## src/rtl/csr_access_unit.sv

```systemverilog
// csr_access_unit: sequences one Zicsr instruction (CSRRW/RS/RC and the
// immediate forms) as IDLE -> [READ] -> [WRITE] -> DONE against an external
// CSR file with a combinational read port and a strobed write port.
// All outputs are decoded from registered state, so they fall to 0 as soon as
// the asynchronous active-low reset is applied.
// Optional build macro: CSR_ACCESS_READONLY_CHECK_EN. When it is defined,
// writes to the read-only CSR region (address[11:10] == 2'b11) trap as illegal.
module csr_access_unit #(
    parameter int CSR_ADDRESS_WIDTH = 12
) (
    input  logic                         clk,
    input  logic                         rst,
    input  logic                         start,
    input  logic [2:0]                   funct3,
    input  logic [CSR_ADDRESS_WIDTH-1:0] csrAddress,
    input  logic [4:0]                   rs1Index,
    input  logic [4:0]                   rdIndex,
    input  logic [31:0]                  rs1Data,
    output logic                         busy,
    output logic                         done,
    output logic                         illegal,
    output logic                         rdWriteEnable,
    output logic [31:0]                  rdData,
    output logic                         csrReadEnable,
    output logic [CSR_ADDRESS_WIDTH-1:0] csrReadAddress,
    input  logic [31:0]                  csrReadData,
    output logic                         csrWriteEnable,
    output logic [CSR_ADDRESS_WIDTH-1:0] csrWriteAddress,
    output logic [31:0]                  csrWriteData
);

    typedef enum logic [1:0] {IDLE, READ, WRITE, DONE} state_e;

    state_e                         state_q, state_d;
    logic [1:0]                     op_q, op_d;       // 01 write, 10 set, 11 clear
    logic [CSR_ADDRESS_WIDTH-1:0]   addr_q, addr_d;
    logic [31:0]                    src_q, src_d;
    logic [31:0]                    old_q, old_d;
    logic                           wr_q, wr_d;       // instruction writes the CSR
    logic                           ill_q, ill_d;
    logic                           rd_q, rd_d;       // a READ cycle actually happened
    logic                           rdnz_q, rdnz_d;   // destination is not x0

    logic do_read, do_write, ro_trap, ill_start;
    logic [31:0] wdata;

    // Decode of the incoming instruction; only consulted when a start is accepted.
    always_comb begin
        do_read  = (funct3[1:0] == 2'b01) ? (rdIndex != 5'd0) : 1'b1;
        do_write = (funct3[1:0] == 2'b01) ? 1'b1 : (rs1Index != 5'd0);
`ifdef CSR_ACCESS_READONLY_CHECK_EN
        ro_trap  = do_write && (csrAddress[CSR_ADDRESS_WIDTH-1 -: 2] == 2'b11);
`else
        ro_trap  = 1'b0;
`endif
        ill_start = (funct3[1:0] == 2'b00) || ro_trap;
    end

    // Next-state and operand capture.
    always_comb begin
        state_d = state_q;
        op_d    = op_q;
        addr_d  = addr_q;
        src_d   = src_q;
        old_d   = old_q;
        wr_d    = wr_q;
        ill_d   = ill_q;
        rd_d    = rd_q;
        rdnz_d  = rdnz_q;
        unique case (state_q)
            IDLE: begin
                if (start) begin
                    op_d    = funct3[1:0];
                    addr_d  = csrAddress;
                    src_d   = funct3[2] ? {27'b0, rs1Index} : rs1Data;
                    old_d   = 32'd0;
                    rd_d    = 1'b0;
                    wr_d    = do_write;
                    rdnz_d  = (rdIndex != 5'd0);
                    ill_d   = ill_start;
                    state_d = ill_start ? DONE : (do_read ? READ : WRITE);
                end
            end
            READ: begin
                old_d   = csrReadData;
                rd_d    = 1'b1;
                state_d = wr_q ? WRITE : DONE;
            end
            WRITE:   state_d = DONE;
            DONE:    state_d = IDLE;
            default: state_d = IDLE;
        endcase
    end

    // State and operand registers; reset clears everything so outputs drop at once.
    always_ff @(posedge clk or negedge rst) begin
        if (!rst) begin
            state_q <= IDLE;
            op_q    <= 2'b00;
            addr_q  <= '0;
            src_q   <= 32'd0;
            old_q   <= 32'd0;
            wr_q    <= 1'b0;
            ill_q   <= 1'b0;
            rd_q    <= 1'b0;
            rdnz_q  <= 1'b0;
        end else begin
            state_q <= state_d;
            op_q    <= op_d;
            addr_q  <= addr_d;
            src_q   <= src_d;
            old_q   <= old_d;
            wr_q    <= wr_d;
            ill_q   <= ill_d;
            rd_q    <= rd_d;
            rdnz_q  <= rdnz_d;
        end
    end

    // Write value from the latched operation.
    always_comb begin
        unique case (op_q)
            2'b01:   wdata = src_q;
            2'b10:   wdata = old_q | src_q;
            default: wdata = old_q & ~src_q;
        endcase
    end

    // Moore outputs; address/data buses are zero whenever their strobe is low.
    assign busy            = (state_q != IDLE);
    assign done            = (state_q == DONE);
    assign illegal         = done & ill_q;
    assign rdWriteEnable   = done & rd_q & rdnz_q & ~ill_q;
    assign rdData          = done ? old_q : 32'd0;
    assign csrReadEnable   = (state_q == READ);
    assign csrReadAddress  = csrReadEnable ? addr_q : '0;
    assign csrWriteEnable  = (state_q == WRITE);
    assign csrWriteAddress = csrWriteEnable ? addr_q : '0;
    assign csrWriteData    = csrWriteEnable ? wdata : 32'd0;

endmodule

```

## config.mk

```make
export PLATFORM = sky130hd
export DESIGN_NAME = csr_access_unit
export DESIGN_NICKNAME = d
export VERILOG_FILES = /design/src/rtl/csr_access_unit.sv
export SDC_FILE = /design/constraint.sdc
export NUM_CORES = 1
export LEC_CHECK = 0
export CORE_AREA = 4 4 144 90
export DETAILED_ROUTE_END_ITERATION = 8
export DIE_AREA = 0 0 148 94
export PLACE_DENSITY = 0.78
export SETUP_SLACK_MARGIN = 0.2
export SYNTH_ARGS = -nofsm -noshare
export SYNTH_HDL_FRONTEND = slang
export SYNTH_SLANG_ARGS = --single-unit
```

## constraint.sdc

```tcl
create_clock -name clk -period 1.55 [get_ports clk]
set_input_delay 0.155 -clock clk [delete_from_list [all_inputs] [get_ports clk]]
set_output_delay 0.155 -clock clk [all_outputs]
set_load 0.05 [all_outputs]
```

# Word-level counts from Yosys, hierarchy flattened
# Index checks and enable logic that the tools add are counted.
[totals]
output_inout_bits = 94
register_bits = 84
wordCells = 49
inputBits = 92
[classes]
reduce_logical = 8
bitwise_logic = 8
n_eq_ne = 7
muxes = 17
[ops]
columns = ["operator", "count"]
rows = [
  ["$mux 32", 4],
  ["$pmux 32 s2", 2],
  ["$and 32x32->32", 1],
  ["$not 32->32", 1],
  ["$or 32x32->32", 1],
  ["$mux 12", 2],
  ["$reduce_bool 5->1", 2],
  ["$pmux 2 s4", 1],
  ["$eq 2x1->1 const B", 3],
  ["$eq 2x2->1 const B", 3],
  ["$mux 2", 3],
  ["$and 1x1->1", 4],
  ["$logic_not 2->1", 2],
  ["$mux 1", 4],
  ["$reduce_and 2->1", 2],
  ["$reduce_bool 2->1", 2],
  ["$ne 2x2->1 const B", 1],
  ["$pmux 1 s2", 1],
  ["$not 1->1", 1],
]

# Logic depth before layout (Yosys ltp)
# Gate-level depths: netlist of run 1.
[depth]
ltp_word = 6
depth_mapped = 7
mapped_depth_nobuf = 5

# Least setup slack after synthesis of run 1
# No wires, ideal clock.
[synth_path]
path_kind = "register -> output"
from = "register state_q[0]"
to = "output csrWriteData[10]"
slack_ps = -1010
stages_incl_launch_ff = 7
required_ps = 1395
arrival_ps = 2405
path_buffers = 2
cell_sequence = "dfrtp_1 -> inv_1 -> ha_1 -> buf_2 -> clkbuf_1 -> o211ai_1 -> a21oi_1"
[synth_via]
elab_chain_len = 2
[synth_lines]
columns = ["item", "line", "rtl"]
rows = [
  ["start: declaration", "34", "state_e state_q, state_d;"],
  ["start signal: assignment", "108", "state_q <= state_d;"],
  ["$eq 2x2->1", "137", "assign csrWriteEnable = (state_q == WRITE);"],
  ["named net csrWriteEnable", "27", "output logic csrWriteEnable,"],
  ["$mux 32", "139", "assign csrWriteData = csrWriteEnable ? wdata : 32'd0;"],
  ["end: declaration", "29", "output logic [31:0] csrWriteData"],
]
# The timed path passes the listed nets, and every way through them passes these cells.

# Worst setup path after layout of run 1
[layout_path]
from = "register op_q[0]"
to = "output csrWriteData[18]"
[layout_via]
elab_chain_len = 3
word_cells_on_any_way = 4
cone_classes = "eq/ne (2); mux (2)"
[layout_lines]
columns = ["item", "line", "rtl"]
rows = [
  ["start: declaration", "35", "logic [1:0] op_q, op_d;"],
  ["start signal: assignment", "109", "op_q <= op_d;"],
  ["$eq 2x2->1 or $eq 2x1->1 (tied branches)", "122", "unique case (op_q)"],
  ["$pmux 32 s2 *", "122", ""],
  ["$mux 32 *", "139", ""],
]
# Mark *: on every way between the ends. The rest lies on a longest branch, timed or not.

==> run summary, run 1 <==
Summed over all nets, the switching power comes to 0.0116 W. The via count of the first global-routing pass is between 5000 and 6000. The launch point of the worst path is op_q[0].

The total count of max-transition violations in the final report is 0. Detailed placement finished with a half-perimeter wire length of 11900 µm. The unique cell type count in the Yosys netlist came out at 37. For the worst setup path, the data required time is 1.39 ns. Net switching is 44.9% of the power. The worst slew margin relative to its limit is 67.3%.

For this design the static power due to leakage is around 4.3 nW. The die outline area came out at 13900 µm². After layout, the worst path uses 133% of the clock period. The average routed wire per standard cell came out at roughly 26 µm. The worst setup path is captured at a primary output. The share of cells above drive strength 1 came out at 53.5%. The count of antenna diodes in the layout is 0.

The maximum count of clock buffers along a single path is 2. The least setup slack across all paths after layout came out at -0.505 ns. The first global-routing pass estimated ~32000 µm of wire. The proportion of register bits with asynchronous set or reset after synthesis is 100%.

The pre-antenna-repair detailed-routing pass consisted of 5 iterations. Counting tap cells, the placed design contains a total of ~830 instances. The data arrival time at the worst-slack endpoint came out at 1.90 ns. CTS saw 84 sinks. The run finished, with violations left. The initial detailed-routing violation count is 432. The post-synthesis average cell area is 9.34 µm². The CTS tree is done. The clock-pin slew on the worst setup and hold paths came out at 0.07 ns.

Dividing the detail-routed via count by the number of cells gives ~5.7. The final net count came out at ~850. Yosys mapped a number of flops with a built-in enable equal to 0. The number of violations of the max-capacitance limit is 0. The final count of negative-setup-slack endpoints came out at 171. Compared with the post-synthesis result, the final layout area differs by 126%. The prevailing post-synth register cell is dfrtp_1. The clock latency reported for the late side of the worst-skew pair came out at 0.35 ns. The peak clock frequency supported by timing is about 490 MHz. Of the total power, registers draw 16.8%. The power density of the placed cells came out at roughly 2500 nW/µm². The number of buffers created by CTS is 9.

After the flow finishes, the layout carries non-filler instances totaling 918. The post-route antenna net violation count came out at 0. The minimum hold slack is 0.317 ns. The shortest period the worst path allows came out at 2.05 ns. The number of nets in the synthesized netlist is 590.

The area of the mapped netlist came out at 4580 µm². Input and output buffers added on the ports amount to 185. The beginning of the worst register-to-register path is state_q[1]. The aggregate routed wire length came out at 23500 µm. The synthesized instance count came out at between 400 and 500. The total negative slack for setup checks is -45.01 ns. The largest net degree at the start of global routing came out at 44. The initial cell density of the core is between 30 and 40%. The combined global-route utilization of all metal layers is 30.9%. The top fanout value on the critical path is 8. The flip-flop and latch count after synthesis is 84. The checks that failed: setup timing. The internal cell power came out at 0.0142 W.

The region available for standard cell placement spans 11800 µm². The tree is rooted in a clkbuf_16. Per report_power, the clock group accounts for 8.7% of the total.

The final hold violation count is 0. The detailed router placed 5234 vias in this run. The number of antenna violations at the first check in global routing came out at 0. The critical path in this run is classified as reg -> out. The logic gate share of total power is approximately three quarters. The worst setup path is launched from a register.

In this run the count of I/O pins placed on the die edge is 186. The maximum clock skew at final layout came out at 0.0102 ns. The die is 94 µm tall. The area of all placed cells without fillers is a little over 10000 µm². Of the synthesized area, sequential elements account for 45.9%.

The count of unresolved DRC violations after routing came out at 0. The initialized floorplan defines 31 standard-cell rows. Setup repair after global routing could not meet its margin everywhere. Yosys printed 0 warnings. For the pin with the worst max-slew slack, the measured transition is 0.491 ns. VDD sags by at most between 1500 and 2000 µV. The last weighted congestion value of the routability-driven placer is slightly below 0.9.

The H-tree was split into 3 levels. The worst hold path class is in -> async. The final global-route overflow total came out at 0.

The x dimension of the die came out at 148 µm. Summing all placed instances gives a cell area of 8220 µm².
## path summary, 6_finish.rpt
path / end / cells past startpoint / slack (ns)
min reg2reg: rd_q / 1 / 0.51
max: csrWriteData[18] / 7 / -0.50
min in group clk: src_q[28] / 3 / 0.37
min: src_q[13] / 2 / 0.32
max in group asynchronous: state_q[1] / 3 / 0.58
max reg2reg: state_q[0] / 9 / -0.31
## synthesized netlist by cell type, types with 2 or more instances
cell type  instances  area share (%)
nand2_1          101             8.3
or4_1              2            0.33
dfrtp_1           84              46
nor2_1             3            0.25
nand2b_1          28             3.8
mux2_2             5             1.2
mux2_4             9             2.9
clkbuf_1          17             1.4
o21ai_0           20             2.2
o21ai_1           14             1.5
mux2i_1            5             1.1
buf_2             15             1.6
a22o_1            32             6.1
a21oi_1           32             3.5
and3_1             2            0.27
buf_6              6             1.5
o211ai_1          31             5.1
and2_1            57             7.8
ha_1               7             1.9
inv_1              4            0.33
## metrics by stage
stage               setup slack (ns)  util, %  total power (W)
global route                  -0.538     88.0           0.0265
floorplan                    -0.0883        -           0.0119
detailed placement            -0.113     69.7           0.0175
CTS                           -0.388     85.0           0.0240
global placement             -0.0474     69.7           0.0171
finish                        -0.505     88.0           0.0258
## logic make-up after synthesis
logic type      synth area share (%)
compound gates                  19.7
fa+ha+maj                       1.91
buf+inv                         4.91
flops                           45.9
mux                             5.27
simple gates                    22.4
## routing by layer
layer | GRT usage [%] | vias to the layer above | routed length [µm]
met1 | 38.6 | 2619 | 8830
met3 | 8.15 | 64 | 2310
met5 | 0 | - | 0
li1 | - | 2227 | -
met4 | 8.99 | 0 | 646
met2 | 53.1 | 324 | 11700
## sequential cells by signal (all words and copies together) (netlist names)
register / flops
op_q: 2
rdnz_q: 1
rd_q: 1
old_q: 32
ill_q: 1
src_q: 32
addr_q: 12
state_q: 2
wr_q: 1
## cell usage in the layout, fill, tap and decap left out, types with 2 or more instances in the layout
cell               n
and2_4            58
buf_6             31
buf_8              6
a22o_1            32
buf_12           116
inv_2              4
buf_16            25
nand2_1           58
nand2_2           21
o21ai_2           24
a21oi_4           31
mux2i_1            5
or4_1              2
clkdlybuf4s50_1   90
clkbuf_1           2
ha_4               7
mux2_2             4
nor2_1             2
buf_4             12
o211ai_1          31
clkinv_2           2
o21ai_1            8
nand2b_1          28
dfrtp_1           83
mux2_4            10
nand2_4           23
clkbuf_16         12
## worst max-delay path: stages (launching register included)
cell	delay, ns
dfrtp_1	0.39
inv_2	0.06
ha_4	0.28
buf_12	0.15
nand2_1	0.07
o211ai_1	0.19
a21oi_4	0.23
buf_12	0.16
## what timing repair did
action                                  CTS  global route
hold endpoints to repair                 34             0
cloned                                   25             3
endpoints found under the setup margin  178           178
hold buffers                              1             0
pin swaps                                50            38
resized for setup                       193            60
setup buffers                            33             8
## final cells by class
cell class              instances  area (µm²)
clock inverters                 4        48.8
well taps                     165         206
fillers                       525        1410
flip-flops and latches         84        2100
clock buffers                  12         246
repair buffers                284        4530
inverters                       5        21.3
multi-input cells             364        3230
## power by group through the flow
stage	Combinational, W	Clock (W)	Sequential (W)
after floorplan	0.00818	0	0.00376
after global placement	0.0131	0	0.00393
after detailed placement	0.0134	0	0.00402
after CTS	0.0177	0.00220	0.00412
after global routing	0.0198	0.00235	0.00442
final	0.0192	0.00224	0.00433
No activity file was read; power rests on OpenSTA's default activity.
==> run 2: changes to the inputs <==
--- a/config.mk
+++ b/config.mk
@@ -9,6 +9,7 @@
 export DETAILED_ROUTE_END_ITERATION = 8
 export DIE_AREA = 0 0 148 94
 export PLACE_DENSITY = 0.78
+export RECOVER_POWER = 50
 export SETUP_SLACK_MARGIN = 0.2
 export SYNTH_ARGS = -nofsm -noshare
 export SYNTH_HDL_FRONTEND = slang
==> run 2 against run 1 <==
Compared with the run above: the run still ends with setup timing left; final cell count did not move; core utilization fell by 0.085 points; sequential cell count did not move; via count rose by 0.19%; global-route usage did not move; sequential power barely moved; total power barely moved; combinational power barely moved; count of clock-buffer cells in the layout did not move; final area barely moved; register-to-register slack barely moved.
==> run summary, run 2 (synthesis results as in run 1) <==
The count of antenna diodes in the layout was 0 (unchanged). The row count came out at 31 (unchanged). The final count of negative-setup-slack endpoints is 171 (unchanged). The clock-pin slew on the worst setup and hold paths came to 0.07 ns (about the same). The number of violations of the max-capacitance limit came out at 0 (unchanged).

The cell count of the worst reg-to-reg path came out at 9 (unchanged). The met2 wire length was 11700 µm (about the same). The quantity of I/O buffers inserted on ports was 185 (unchanged). The longest individual stage delay on the worst path came to 0.39 ns (about the same).

The number of buffers created by CTS is 9 (unchanged). The internal cell power is 0.0142 W (about the same). The die outline area is 13900 µm² (unchanged).

The final net count is 847 (unchanged). Cell breakdown of the critical path: inv_2, ha_4, buf_12, nand2_1, o211ai_1, a21oi_4, buf_12 (unchanged). The relative contribution of sequential cells to total power is 16.8% (about the same). The worst hold path terminates at src_q[28]. The count of unresolved DRC violations after routing is 0 (unchanged). The CTS tree is done (unchanged).

The total vias in the final route was 5244 (was 5234). The classification of the worst setup path is reg -> out (unchanged). The HPWL after detailed placement came out at 11900 µm (unchanged). The final critical-path share of the clock period is 132% (was 133%).

The top cell family by delay on the critical path is compound AO/OA/AOI/OAI gates (unchanged). The endpoint of the lowest-slack register-to-register path is state_q[0] (unchanged). The final hold violation count came to 0 (unchanged). The power spent charging and discharging nets came out at 0.0116 W (about the same). The most used cell along the critical path is buf_12 (unchanged). The relative contribution of the clock network to total power came out at 8.7% (about the same).

The wire length on met3 is 2330 µm (was 2310 µm). The worst slew margin relative to its limit is 38.1% (was 67.3%). The count of fill cells added during filler insertion came out at 528 (was 525).

The routed via count divided by cell count was 5.71 (was 5.70). The logic gate share of total power is 74.5% (was 74.6%). The via count of the first global-routing pass is 5541 (unchanged).

The master of the slowest instance on the critical path is dfrtp_1 (unchanged). The static power due to leakage came to 4.33 nW (about the same). The share of cells above drive strength 1 came out at 53.5% (unchanged). Outcome: finished with violations (unchanged). The data arrival time at the worst-slack endpoint was 1.90 ns (about the same). The total count of max-transition violations in the final report is 0 (unchanged). The x dimension of the die was 148 µm (unchanged). The synthesis-to-layout area growth came out at 126% (about the same). Largest registers in the final layout: old_q x32, src_q x32, addr_q x12 (unchanged). The overall power of the completed layout is 0.0258 W (about the same). The clock latency reported for the late side of the worst-skew pair came out at 0.35 ns (about the same). The buffer cell driving the clock tree root is clkbuf_16 (unchanged). The vertical die dimension is 94 µm (unchanged).

Top library cells by usage in the layout, fill and taps aside: buf_12, clkdlybuf4s50_1, dfrtp_1 (unchanged). The number of iterations in the first detailed-routing pass is 5 (unchanged). The number of antenna violations at the first check in global routing came to 0 (unchanged). The total clock sinks is 84 (unchanged). The combined global-route utilization of all metal layers came out at 30.9% (unchanged). The category of the worst setup path launch point is a register (unchanged).

The maximum count of clock buffers along a single path is 2 (unchanged). The top fanout value on the critical path is 8 (unchanged). The worst hold path was traced through 3 stages.

The H-tree level count is 3 (unchanged). The worst hold path class was in -> reg (was in -> async). The final global-route overflow total is 0 (unchanged). The most frequent standard cell in the layout excluding fill and tap cells is buf_12 (unchanged). The switching fraction of total power was 44.9% (about the same).

The internal reg-to-reg setup slack is -0.31 ns (about the same). The number of buffer and inverter instances along the worst setup path is 3 (unchanged). The shortest period the worst path allows came out at 2.05 ns (about the same).

The power density of the placed cells came out at 2490 nW/µm² (about the same). In this run the most critical hold path is launched from rs1Data[28]. The endpoint class of the critical path was a primary output (unchanged). The required time of the worst setup path is 1.39 ns (about the same).

The post-route antenna net violation count came to 0 (unchanged). The initial detailed-routing violation count came to 431 (was 432). The last weighted congestion value of the routability-driven placer is 0.889 (unchanged). The initial cell density of the core was 38.9% (unchanged). The least setup slack across all paths after layout came out at -0.502 ns (was -0.505 ns).

The aggregate routed wire length came to 23500 µm (about the same). Unrepaired setup endpoints after global routing: true (unchanged). Failing checks: setup timing (unchanged). The highest routed metal layer is met4 (unchanged). The transition time at the pin with the least slew margin is 0.929 ns (was 0.491 ns). The beginning of the worst register-to-register path is state_q[1] (unchanged). The peak clock frequency supported by timing is 487 MHz (about the same).

The area of the core region is 11800 µm² (unchanged). The wire length of the first global-routing pass is 32400 µm (unchanged). The detailed-route wire length on metal 1 came out at 8810 µm (was 8830 µm).

The worst supply voltage drop on vdd came to 1810 µV (about the same). The largest net degree at the start of global routing came out at 44 (unchanged). The average routed wire per standard cell is 25.6 µm (about the same). The maximum clock skew at final layout was 0.0103 ns (was 0.0102 ns). The number of primary I/O pins came out at 186 (unchanged). The total negative slack for setup checks came to -45.03 ns (was -45.01 ns).
[run 2: changes by cell type in the layout (fill, tap and decap cells not counted)]
cell      change
buf_12        -1
buf_4         -2
buf_8         +1
clkbuf_2      +2
[run 2: layout make-up]
type	instances	area, µm²	area share (%)
Clock buffer	12	246	2.38
Inverter	5	21.3	0.205
Tap cell	165	206	1.99
Clock inverter	4	48.8	0.471
Multi-Input combinational cell	364	3230	31.1
Timing Repair Buffer	284	4520	43.5
Sequential cell	84	2100	20.3
[run 2: layer usage]
layer	up-vias	global-route usage, %
li1	2227	-
met1	2627	38.6
met2	324	53.1
met3	66	8.15
met4	0	8.99
met5	-	0
[run 2: worst max path at each step]
stage                     startpoint  depth (start not counted)               end
final                        op_q[0]                          7  csrWriteData[18]
after global routing         op_q[0]                          7  csrWriteData[18]
after CTS                 state_q[0]                          7  csrWriteData[12]
after detailed placement     op_q[1]                          6  csrWriteData[12]
after global placement       op_q[1]                          6  csrWriteData[16]
after floorplan           state_q[0]                          6  csrWriteData[24]
[run 2: worst reg2reg max path, delay by kind of cell (launching register included)]
kind	cells	cell delay (ns)
compound gates	1	0.07
fa+ha+maj	1	0.18
simple gates	1	0.32
flops	1	0.44
buf+inv	6	0.72
[run 2: repair_timing]
action                                 4_1_cts  5_1_grt
buffers inserted                            33        8
hold buffers                                 1        0
setup endpoints to repair                  178      178
gates resized for setup                    193       60
pin swaps                                   50       38
endpoints found under the hold margin       34        0
cloned                                      25        3
[run 2: power groups by stage]
stage	logic (W)	clock network (W)	registers, W
floorplan	0.00818	0	0.00376
global placement	0.0131	0	0.00393
detailed placement	0.0134	0	0.00402
CTS	0.0177	0.00220	0.00412
global route	0.0198	0.00235	0.00442
finish	0.0192	0.00224	0.00433
[run 2: stage by stage]
step	instance area [µm²]	hold slack (ns)	util (%)	instances	worst slack, ns
after floorplan	5150	-0.141	-	491	-0.0883
after global placement	8220	0.136	69.7	832	-0.0474
after detailed placement	8220	0.144	69.7	832	-0.113
after CTS	10000	0.342	85.0	907	-0.388
after global routing	10400	0.367	87.9	918	-0.538
final	10400	0.370	87.9	918	-0.502
==> run 3: changes to the inputs <==
--- a/config.mk
+++ b/config.mk
@@ -11,6 +11,7 @@
 export PLACE_DENSITY = 0.78
 export RECOVER_POWER = 50
 export SETUP_SLACK_MARGIN = 0.2
+export SLEW_MARGIN = 10
 export SYNTH_ARGS = -nofsm -noshare
 export SYNTH_HDL_FRONTEND = slang
 export SYNTH_SLANG_ARGS = --single-unit
==> results of run 3 <==
Final layout, timing and power as in run 2 (identical DEF).
